==> src/rtl/drop_controller_if.sv <==
// Handshake bundle between the player-input side and the drop controller.
// The slave modport is the controller's view; i_* are driven into it, o_* come out of it.
interface drop_controller_if #(
   parameter int ROWS = 16,
   parameter int COLS = 16
);
   localparam int CW = $clog2(COLS);
   localparam int MW = $clog2(ROWS*COLS+1);

   logic [CW-1:0]   i_col_sel;
   logic            i_drop;
   logic            i_step_en;
   logic [COLS-1:0] o_inject_col;
   logic            o_inject_g;
   logic            o_inject_r;
   logic            o_player;
   logic            o_busy;
   logic [COLS-1:0] o_col_full;
   logic            o_board_full;
   logic [MW-1:0]   o_moves;
   logic            o_reject;

   modport slave (
      input  i_col_sel, i_drop, i_step_en,
      output o_inject_col, o_inject_g, o_inject_r, o_player, o_busy,
             o_col_full, o_board_full, o_moves, o_reject
   );

   modport master (
      output i_col_sel, i_drop, i_step_en,
      input  o_inject_col, o_inject_g, o_inject_r, o_player, o_busy,
             o_col_full, o_board_full, o_moves, o_reject
   );
endinterface

==> src/rtl/drop_controller.sv <==
// Connect-four style drop sequencer: accepts a column, injects a coloured piece into the
// top row, lets it fall at the step_en rate, then lands it and hands the move over.
module drop_controller #(
   parameter int ROWS = 16,
   parameter int COLS = 16
) (
   input logic              clk,
   input logic              rst_n,
   drop_controller_if.slave bus
);
   localparam int HW = $clog2(ROWS+1);
   localparam int CW = $clog2(COLS);
   localparam int MW = $clog2(ROWS*COLS+1);
   localparam logic [MW-1:0] TOTAL    = MW'(ROWS*COLS);
   localparam logic [HW-1:0] ROWS_H   = HW'(ROWS);
   localparam logic [HW-1:0] LAST_ROW = HW'(ROWS-1);

   typedef enum logic [2:0] {S_IDLE, S_INJECT, S_FALL, S_LAND, S_DONE} state_t;

   state_t          r_state;
   state_t          w_state_next;
   logic [CW-1:0]   r_cur_col;
   logic [HW-1:0]   r_fall_cnt;
   logic [MW-1:0]   r_moves;
   logic            r_player;
   logic            r_reject;
   logic [HW-1:0]   r_height [COLS];
   logic [COLS-1:0] w_col_full;
   logic [HW-1:0]   w_fall_load;
   logic            w_accept;
   logic            w_refuse;
   logic [COLS-1:0] w_inject_col;
   logic            w_inject_g;
   logic            w_inject_r;
   logic            w_busy;

   genvar gi;
   generate
      for (gi = 0; gi < COLS; gi++) begin : g_col_full
         assign w_col_full[gi] = (r_height[gi] == ROWS_H);
      end
   endgenerate

   // Rows left to traverse below the top row before the piece rests on the stack.
   assign w_fall_load = LAST_ROW - r_height[r_cur_col];
   assign w_accept    = (r_state == S_IDLE) && bus.i_drop && !w_col_full[bus.i_col_sel];
   assign w_refuse    = bus.i_drop &&
                        (((r_state == S_IDLE) && w_col_full[bus.i_col_sel]) || (r_state == S_DONE));

   always_ff @(posedge clk or negedge rst_n) begin
      if (!rst_n) begin
         r_state <= S_IDLE;
      end else begin
         r_state <= w_state_next;
      end
   end

   always_comb begin
      w_state_next = r_state;
      w_inject_col = '0;
      w_inject_g   = 1'b0;
      w_inject_r   = 1'b0;
      w_busy       = (r_state != S_IDLE);
      case (r_state)
         S_IDLE: begin
            if (w_accept) w_state_next = S_INJECT;
         end
         S_INJECT: begin
            w_inject_col = COLS'(1) << r_cur_col;
            w_inject_g   = r_player;
            w_inject_r   = ~r_player;
            w_state_next = (w_fall_load == '0) ? S_LAND : S_FALL;
         end
         S_FALL: begin
            if ((r_fall_cnt == '0) || (bus.i_step_en && (r_fall_cnt == HW'(1))))
               w_state_next = S_LAND;
         end
         S_LAND: begin
            w_state_next = ((r_moves + MW'(1)) == TOTAL) ? S_DONE : S_IDLE;
         end
         S_DONE: begin
            w_state_next = S_DONE;
         end
         default: begin
            w_state_next = S_IDLE;
         end
      endcase
   end

   always_ff @(posedge clk or negedge rst_n) begin
      if (!rst_n) begin
         r_cur_col  <= '0;
         r_fall_cnt <= '0;
         r_moves    <= '0;
         r_player   <= 1'b0;
         r_reject   <= 1'b0;
         for (int i = 0; i < COLS; i++) r_height[i] <= '0;
      end else begin
         r_reject <= w_refuse;
         if (w_accept) r_cur_col <= bus.i_col_sel;
         if (r_state == S_INJECT) r_fall_cnt <= w_fall_load;
         if ((r_state == S_FALL) && bus.i_step_en && (r_fall_cnt != '0))
            r_fall_cnt <= r_fall_cnt - HW'(1);
         if (r_state == S_LAND) begin
            r_moves              <= r_moves + MW'(1);
            r_player             <= ~r_player;
            r_height[r_cur_col]  <= r_height[r_cur_col] + HW'(1);
         end
      end
   end

   assign bus.o_inject_col = w_inject_col;
   assign bus.o_inject_g   = w_inject_g;
   assign bus.o_inject_r   = w_inject_r;
   assign bus.o_player     = r_player;
   assign bus.o_busy       = w_busy;
   assign bus.o_col_full   = w_col_full;
   assign bus.o_board_full = (r_moves == TOTAL);
   assign bus.o_moves      = r_moves;
   assign bus.o_reject     = r_reject;
endmodule

==> src/flat_wrapper.sv <==
// flat-port wrapper written by rule: the top's interface ports become plain ports
module drop_controller_flat 
#(
   parameter int ROWS = 16,
   parameter int COLS = 16
)
  (clk, rst_n, bus_i_col_sel, bus_i_drop, bus_i_step_en, bus_o_inject_col, bus_o_inject_g, bus_o_inject_r, bus_o_player, bus_o_busy, bus_o_col_full, bus_o_board_full, bus_o_moves, bus_o_reject);
  drop_controller_if #(.ROWS(ROWS), .COLS(COLS)) bus_i ();
  input logic clk;
  input logic rst_n;
  input wire logic [$bits(bus_i.i_col_sel)-1:0] bus_i_col_sel;
  input wire logic [$bits(bus_i.i_drop)-1:0] bus_i_drop;
  input wire logic [$bits(bus_i.i_step_en)-1:0] bus_i_step_en;
  output wire logic [$bits(bus_i.o_inject_col)-1:0] bus_o_inject_col;
  output wire logic [$bits(bus_i.o_inject_g)-1:0] bus_o_inject_g;
  output wire logic [$bits(bus_i.o_inject_r)-1:0] bus_o_inject_r;
  output wire logic [$bits(bus_i.o_player)-1:0] bus_o_player;
  output wire logic [$bits(bus_i.o_busy)-1:0] bus_o_busy;
  output wire logic [$bits(bus_i.o_col_full)-1:0] bus_o_col_full;
  output wire logic [$bits(bus_i.o_board_full)-1:0] bus_o_board_full;
  output wire logic [$bits(bus_i.o_moves)-1:0] bus_o_moves;
  output wire logic [$bits(bus_i.o_reject)-1:0] bus_o_reject;
  assign bus_i.i_col_sel = bus_i_col_sel;
  assign bus_i.i_drop = bus_i_drop;
  assign bus_i.i_step_en = bus_i_step_en;
  assign bus_o_inject_col = bus_i.o_inject_col;
  assign bus_o_inject_g = bus_i.o_inject_g;
  assign bus_o_inject_r = bus_i.o_inject_r;
  assign bus_o_player = bus_i.o_player;
  assign bus_o_busy = bus_i.o_busy;
  assign bus_o_col_full = bus_i.o_col_full;
  assign bus_o_board_full = bus_i.o_board_full;
  assign bus_o_moves = bus_i.o_moves;
  assign bus_o_reject = bus_i.o_reject;
  drop_controller #(.ROWS(ROWS), .COLS(COLS)) u_core (.clk(clk), .rst_n(rst_n), .bus(bus_i));
endmodule
==> config.mk <==
export PLATFORM = sky130hd
export DESIGN_NAME = drop_controller_flat
export DESIGN_NICKNAME = d
export VERILOG_FILES = /design/src/rtl/drop_controller_if.sv /design/src/rtl/drop_controller.sv /design/src/flat_wrapper.sv
export SDC_FILE = /design/constraint.sdc
export NUM_CORES = 1
export LEC_CHECK = 0
export CELL_PAD_IN_SITES_DETAIL_PLACEMENT = 0
export CELL_PAD_IN_SITES_GLOBAL_PLACEMENT = 1
export CORE_MARGIN = 5
export CORE_UTILIZATION = 45
export DETAILED_ROUTE_END_ITERATION = 8
export HOLD_SLACK_MARGIN = 0.12
export PLACE_DENSITY = 0.88
export SETUP_SLACK_MARGIN = 0.05
export SYNTH_ARGS = -nofsm -noshare
export SYNTH_HDL_FRONTEND = slang
export SYNTH_SLANG_ARGS = --single-unit
==> constraint.sdc <==
create_clock -name clk -period 4.1 [get_ports clk]
set_clock_uncertainty 0.1 [all_clocks]
set_input_delay 0.82 -clock clk [delete_from_list [all_inputs] [get_ports clk]]
set_output_delay 0.82 -clock clk [all_outputs]
set_load 0.03 [all_outputs]
==> results of run 1 <==
[layout make-up]
cell class	instances	area, µm²
multi-input cells	385	2690
flip-flops and latches	103	2580
clock inverters	6	70.1
fillers	1056	5450
inverters	16	60.1
repair buffers	65	633
clock buffers	10	239
well taps	147	184
[critical path: cells and delay by family, from the launching register on]
| family | cells | cell delay, ns |
|---|---|---|
| flip-flops | 1 | 0.90 |
| AND/OR/NAND/NOR | 3 | 0.70 |
| buffers and inverters | 1 | 0.69 |
[cells by family after synthesis]
family | synth area share, %
muxes | 15.4
adders and majority gates | 1.61
and+or+nand+nor | 20.4
AOI/OAI and AO/OA | 9.56
DFF | 47.5
buffers and inverters | 2.93
xor gates and xnor gates | 2.58
[state kept, by name (all words and copies together), names as in the netlist]
| register | cells |
|---|---|
| u_core.r_fall_cnt | 5 |
| u_core.r_state | 3 |
| u_core.r_height | 80 |
| u_core.bus.o_player | 1 |
| u_core.bus.o_moves | 9 |
| u_core.bus.o_reject | 1 |
| u_core.r_cur_col | 4 |
[cell usage in the layout (no fill, tap or decap), types with 9 or more instances in the layout]
cell type,Yosys,final
nand2_1,66,66
nand4_1,10,10
nor4_1,11,11
inv_1,16,16
mux4_2,14,14
clkdlybuf4s50_1,0,53
o21ai_0,33,33
nand3_1,17,17
clkbuf_16,0,9
and2_1,12,12
nor2_1,72,72
xnor2_1,9,9
dfrtp_1,103,103
buf_4,0,11
nor3_1,10,10
a21oi_1,22,22
mux4_1,9,9
mux2_2,20,20
[per-layer routing]
metal  up-vias  routed length (µm)  global-route usage, %
met4         0                 535                   10.7
met1      2065                6020                   27.7
li1       1980                   -                      -
met5         -                   0                      0
met3        45                1210                   5.18
met2       217                6450                   31.5
[power groups by stage]
stage / clock (W) / combinational (W) / sequential, W
2_1_floorplan: 0 / 0.00147 / 0.00162
3_3_place_gp: 0 / 0.00194 / 0.00180
3_5_place_dp: 0 / 0.00199 / 0.00180
4_1_cts: 0.000898 / 0.00200 / 0.00179
5_1_grt: 0.000937 / 0.00218 / 0.00185
6_report: 0.000885 / 0.00200 / 0.00180
[path summary, 6_finish.rpt]
path / from / to / depth (start not counted)
worst max register to register: u_core.r_cur_col[0]$_DFFE_PN0P_ / u_core.r_height[54]$_DFFE_PN0P_ / 7
min in group asynchronous: rst_n / u_core.r_height[76]$_DFFE_PN0P_ / 1
worst min register to register: u_core.r_height[64]$_DFFE_PN0P_ / u_core.r_height[64]$_DFFE_PN0P_ / 2
max in group asynchronous: rst_n / u_core.r_height[49]$_DFFE_PN0P_ / 2
worst min-delay path: u_core.r_height[64]$_DFFE_PN0P_ / u_core.r_height[64]$_DFFE_PN0P_ / 2
worst max-delay path: u_core.r_cur_col[1]$_DFFE_PN0P_ / bus_o_inject_col[14] / 4
[stage by stage]
| stage | hold slack (ns) | area [µm²] | util (%) | total power [W] |
|---|---|---|---|---|
| 3_3_place_gp | 0.382 | 6150 | 51.6 | 0.00375 |
| 3_5_place_dp | 0.396 | 6150 | 51.6 | 0.00380 |
| 2_1_floorplan | 0.355 | 5430 | - | 0.00309 |
| 4_1_cts | 0.402 | 6460 | 54.2 | 0.00469 |
| 6_report | 0.405 | 6460 | 54.2 | 0.00469 |
| 5_1_grt | 0.441 | 6460 | 54.2 | 0.00497 |
==> run metrics, run 1 <==
CTS resizes 0; Synth top area share 47.5%; vias per cell 5.88; cell with the most instances after synthesis dfrtp_1; yosys warns 0; fin worst setup slack 0.548 ns; Final Max Slew Viols 0; nets 595; final wirelength 14.2 mm; FF-to-FF setup slack 0.65 ns; Initial DRC Count 295; Commonest cells post-synth dfrtp_1 (103), nor2_1 (72), nand2_1 (66); WL per Instance 19.4 µm; CTS Hold Bufs 0; nature of the critical path endpoint output pin; Setup Viol. Count Final 0; Synth Cell Area 0.00543 mm²; worst slack at placement 0.545 ns; first-pass GRT wire length 23.0 mm; P per Cell Area 726 mW/mm²; Tightest Pin Transition 0.875 ns; critical path's slowest cell dfrtp_1; sequential share of power 38.5%; Synth Register Bits 103; iteration count of the initial detailed-routing pass 7; Final min period 3.55 ns; layout cells sized above 1 13.8%; Ant. Diodes 0; register area share after synthesis 47.5%; arrival time at the worst endpoint 2.63 ns; setup_tns 0 ns; vias in the first global route 4,173; die height 120 µm; GRT Total Usage 20.8%; Setup Crit Path Kind reg2out; worst skew pair latency 0.36 ns; EDFF count, synth 0; top cells by area, synth dfrtp_1 (47%), mux4_2 (5.8%), nor2_1 (5.0%), nand2_1 (4.6%), mux4_1 (4.4%); Clock power frac 18.9%; Sw Pwr 0.00199 W; RSZ-0062 raised after global routing no; area grow syn2layout 18.9%; # IOs 55; CP Max Fanout 24; switch share 42.5%; slew margin rel. 41.6%; Post-Synthesis Cells 523; Post-Place Cells 716; vias 4,307; crit-path cells nor2b_1 > nand2_1 > nor2_1 > clkdlybuf4s50_1; Worst path max stage delay 0.90 ns; Tightest Hold Check Type reg2reg; Yosys cell types 51; Leakage 2.72 nW; Req. time, crit path 3.18 ns; H-tree depth 3; Root Driver clkbuf_16; Final Hold Fails 0; Combinational Power Share 42.6%; Setup crit start kind flip-flop; Syn Area/Cell 10.4 µm²; Max-Cap Viols 0; Port Buffer Count 54; Worst VDD drop 0.310 mV; Placer Congestion 0.915; Core Rows 40; CTS Sinks 103; TritonCTS Buffers 9; Post-DP HPWL 10.6 mm; Net Count, Synth 538; Clock transition at path regs 0.06 ns; Primary FF master, synth dfrtp_1; setup repair bufs after CTS 0; GR Overflow Total 0; Final ANT Viol Nets 0; crit share post-route 86.6%; Initial Util 45.6%; DRC viols 0; dominant cell type by area after synthesis dfrtp_1; Die Footprint 0.0144 mm²; pin count of the biggest net entering global routing 64; core area 0.0119 mm²; Internal Power 0.00269 W; antenna violations before repair 0; non-filler cells, final 732; maximum root-to-sink buffer count 2; asr flop ratio synth 100%; status complete, no violations; chip width 120 µm; CTS tree yes; fmax 282 MHz
Note: power is estimated with default switching activity, not from simulation.
==> run 2: changes to the inputs <==
==> constraint.sdc (replaced) <==
create_clock -name clk -period 4.1 [get_ports clk]
set_clock_uncertainty 0.1 [all_clocks]
set_input_delay 0.41 -clock clk [delete_from_list [all_inputs] [get_ports clk]]
set_output_delay 0.41 -clock clk [all_outputs]
set_load 0.03 [all_outputs]
==> run 2 against run 1 <==
Against the previous run: sequential power about the same; final cell count unchanged; largest power group unchanged; non-clock buffer count unchanged; combinational power about the same; via count increased by 0.91%; critical endpoint is now u_core.r_height[74]$_DFFE_PN0P_; clock power increased by 18%; largest cell class unchanged; sequential cell count unchanged; fmax increased by 1.5%.
==> run metrics, run 2 (synthesis gave the netlist of run 1 again) <==
Final min period 3.50 ns (-0.0535 ns); Req. time, crit path 4.20 ns (+1.02 ns); vias per cell 5.94 (+0.91%); Root Driver clkbuf_16; TritonCTS Buffers 9 (unchanged); area grow syn2layout 19.7%; antenna violations before repair 0 (unchanged); chip width 120 µm (unchanged); CP Max Fanout 16 (-33%); maximum root-to-sink buffer count 2 (unchanged); RR Startpoint u_core.r_cur_col[0]$_DFFE_PN0P_; fin worst setup slack 0.601 ns (+0.0535 ns); final wirelength 14.6 mm (+2.5%); Port Buffer Count 54 (unchanged); setup repair bufs after CTS 0 (unchanged); first-pass GRT wire length 23.4 mm (+1.5%); CTS resizes 0 (unchanged); setup_tns 0 ns (unchanged); CTS tree yes; die height 120 µm (unchanged); P per Cell Area 743 mW/mm² (+2.3%); DRC viols 0 (unchanged); vias in the first global route 4,291 (+2.8%); crit share post-route 85.3% (-1.3 points); worst skew pair latency 0.35 ns (about the same); pin count of the biggest net entering global routing 49 (-23%); WL per Instance 19.9 µm (+2.5%); CTS Sinks 103 (unchanged); # fillers 1,074 (+1.7%); Placer Congestion 0.917 (+0.22%); arrival time at the worst endpoint 3.60 ns (+0.97 ns); nets 595 (unchanged); status complete, no violations; fmax 286 MHz (+1.5%); Setup Crit Path Kind reg2reg; FF-to-FF setup slack 0.60 ns (-0.05 ns); max reg flops 80 (unchanged); Final Hold Fails 0 (unchanged); Initial Util 45.6% (unchanged); Clock transition at path regs 0.07 ns (about the same); Worst VDD drop 0.375 mV (+21%); iteration count of the initial detailed-routing pass 5 (-2); reg2reg path depth 7 (unchanged); nature of the critical path endpoint flip-flop; # IOs 55 (unchanged); GRT Total Usage 20.7% (-0.024 points); Setup Viol. Count Final 0 (unchanged); Core Rows 40 (unchanged); Setup crit start kind flip-flop; Initial DRC Count 399 (+35%); Post-DP HPWL 10.7 mm (+0.58%); Top reg by flops u_core.r_height; vias 4,346 (+0.91%); Tightest Pin Transition 0.927 ns (+0.0524 ns); most frequent cells in the layout dfrtp_1 (103), nor2_1 (72), nand2_1 (66); Final Max Slew Viols 0 (unchanged); GR Overflow Total 0 (unchanged); worst slack at placement 0.566 ns (+0.0205 ns); Ant. Diodes 0 (unchanged); Max-Cap Viols 0 (unchanged); core area 0.0119 mm² (unchanged); H-tree depth 3 (unchanged); Die Footprint 0.0144 mm² (unchanged); CTS Hold Bufs 1 (+1); Final ANT Viol Nets 0 (unchanged); layout cells sized above 1 13.3% (-0.51 points); Critical R2R Capture u_core.r_height[74]$_DFFE_PN0P_; Tightest Hold Check Type in2async; slew margin rel. 38.2% (-3.4 points); Leakage 2.75 nW (+1.1%); leading cell type in the layout, fill and taps excluded dfrtp_1; RSZ-0062 raised after global routing no
-- run 2: report_power, final --
group | internal, W | total (W) | switching, W
clock | 0.000661 | 0.00104 | 0.000377
combinational | 0.000819 | 0.00199 | 0.00117
sequential | 0.00136 | 0.00180 | 0.000445
total | 0.00284 | 0.00483 | 0.00199
-- run 2: worst max-delay path, stage by stage (launching register included) --
cell,delay (ns)
dfrtp_1,0.54
buf_4,0.31
mux4_1,0.58
mux4_2,0.53
ha_1,0.26
and3_1,0.16
ha_1,0.66
o21ai_0,0.20
-- run 2: layout make-up --
cell class	count	area, µm²	share of cell area [%]
well taps	147	184	2.83
multi-input cells	385	2690	41.4
flip-flops and latches	103	2580	39.7
inverters	16	60.1	0.924
clock buffers	11	233	3.58
clock inverters	5	129	1.98
repair buffers	65	623	9.59
-- run 2: worst max path at each step --
stage,start,to,slack (ns),cells past startpoint
finish,u_core.r_cur_col[0]$_DFFE_PN0P_,u_core.r_height[74]$_DFFE_PN0P_,0.60,7
CTS,u_core.r_cur_col[0]$_DFFE_PN0P_,u_core.r_height[74]$_DFFE_PN0P_,0.55,7
detailed placement,u_core.r_cur_col[0]$_DFFE_PN0P_,u_core.r_height[74]$_DFFE_PN0P_,0.57,7
global route,u_core.r_cur_col[0]$_DFFE_PN0P_,u_core.r_height[74]$_DFFE_PN0P_,0.37,7
global placement,u_core.r_cur_col[0]$_DFFE_PN0P_,u_core.r_height[79]$_DFFE_PN0P_,0.66,7
floorplan,u_core.r_cur_col[0]$_DFFE_PN0P_,u_core.r_height[19]$_DFFE_PN0P_,1.07,11
-- run 2: per-layer routing --
layer	track usage [%]	part of all wire (%)	vias to the layer above
met5	0	0	-
met4	7.73	2.6	0
met3	5.23	7.3	32
met2	33.1	47	193
met1	27.5	43	2137
li1	-	-	1984
-- run 2: through the flow --
stage / cell area, µm² / std cells / hold slack, ns / power, W / utilization [%]
4_1_cts: 6500 / 732 / 0.336 / 0.00483 / 54.6
3_3_place_gp: 6130 / 715 / 0.147 / 0.00371 / 51.4
3_5_place_dp: 6130 / 715 / 0.152 / 0.00378 / 51.4
2_1_floorplan: 5430 / 523 / 0.0144 / 0.00309 / -
5_1_grt: 6500 / 732 / 0.345 / 0.00510 / 54.6
6_report: 6500 / 732 / 0.331 / 0.00483 / 54.6
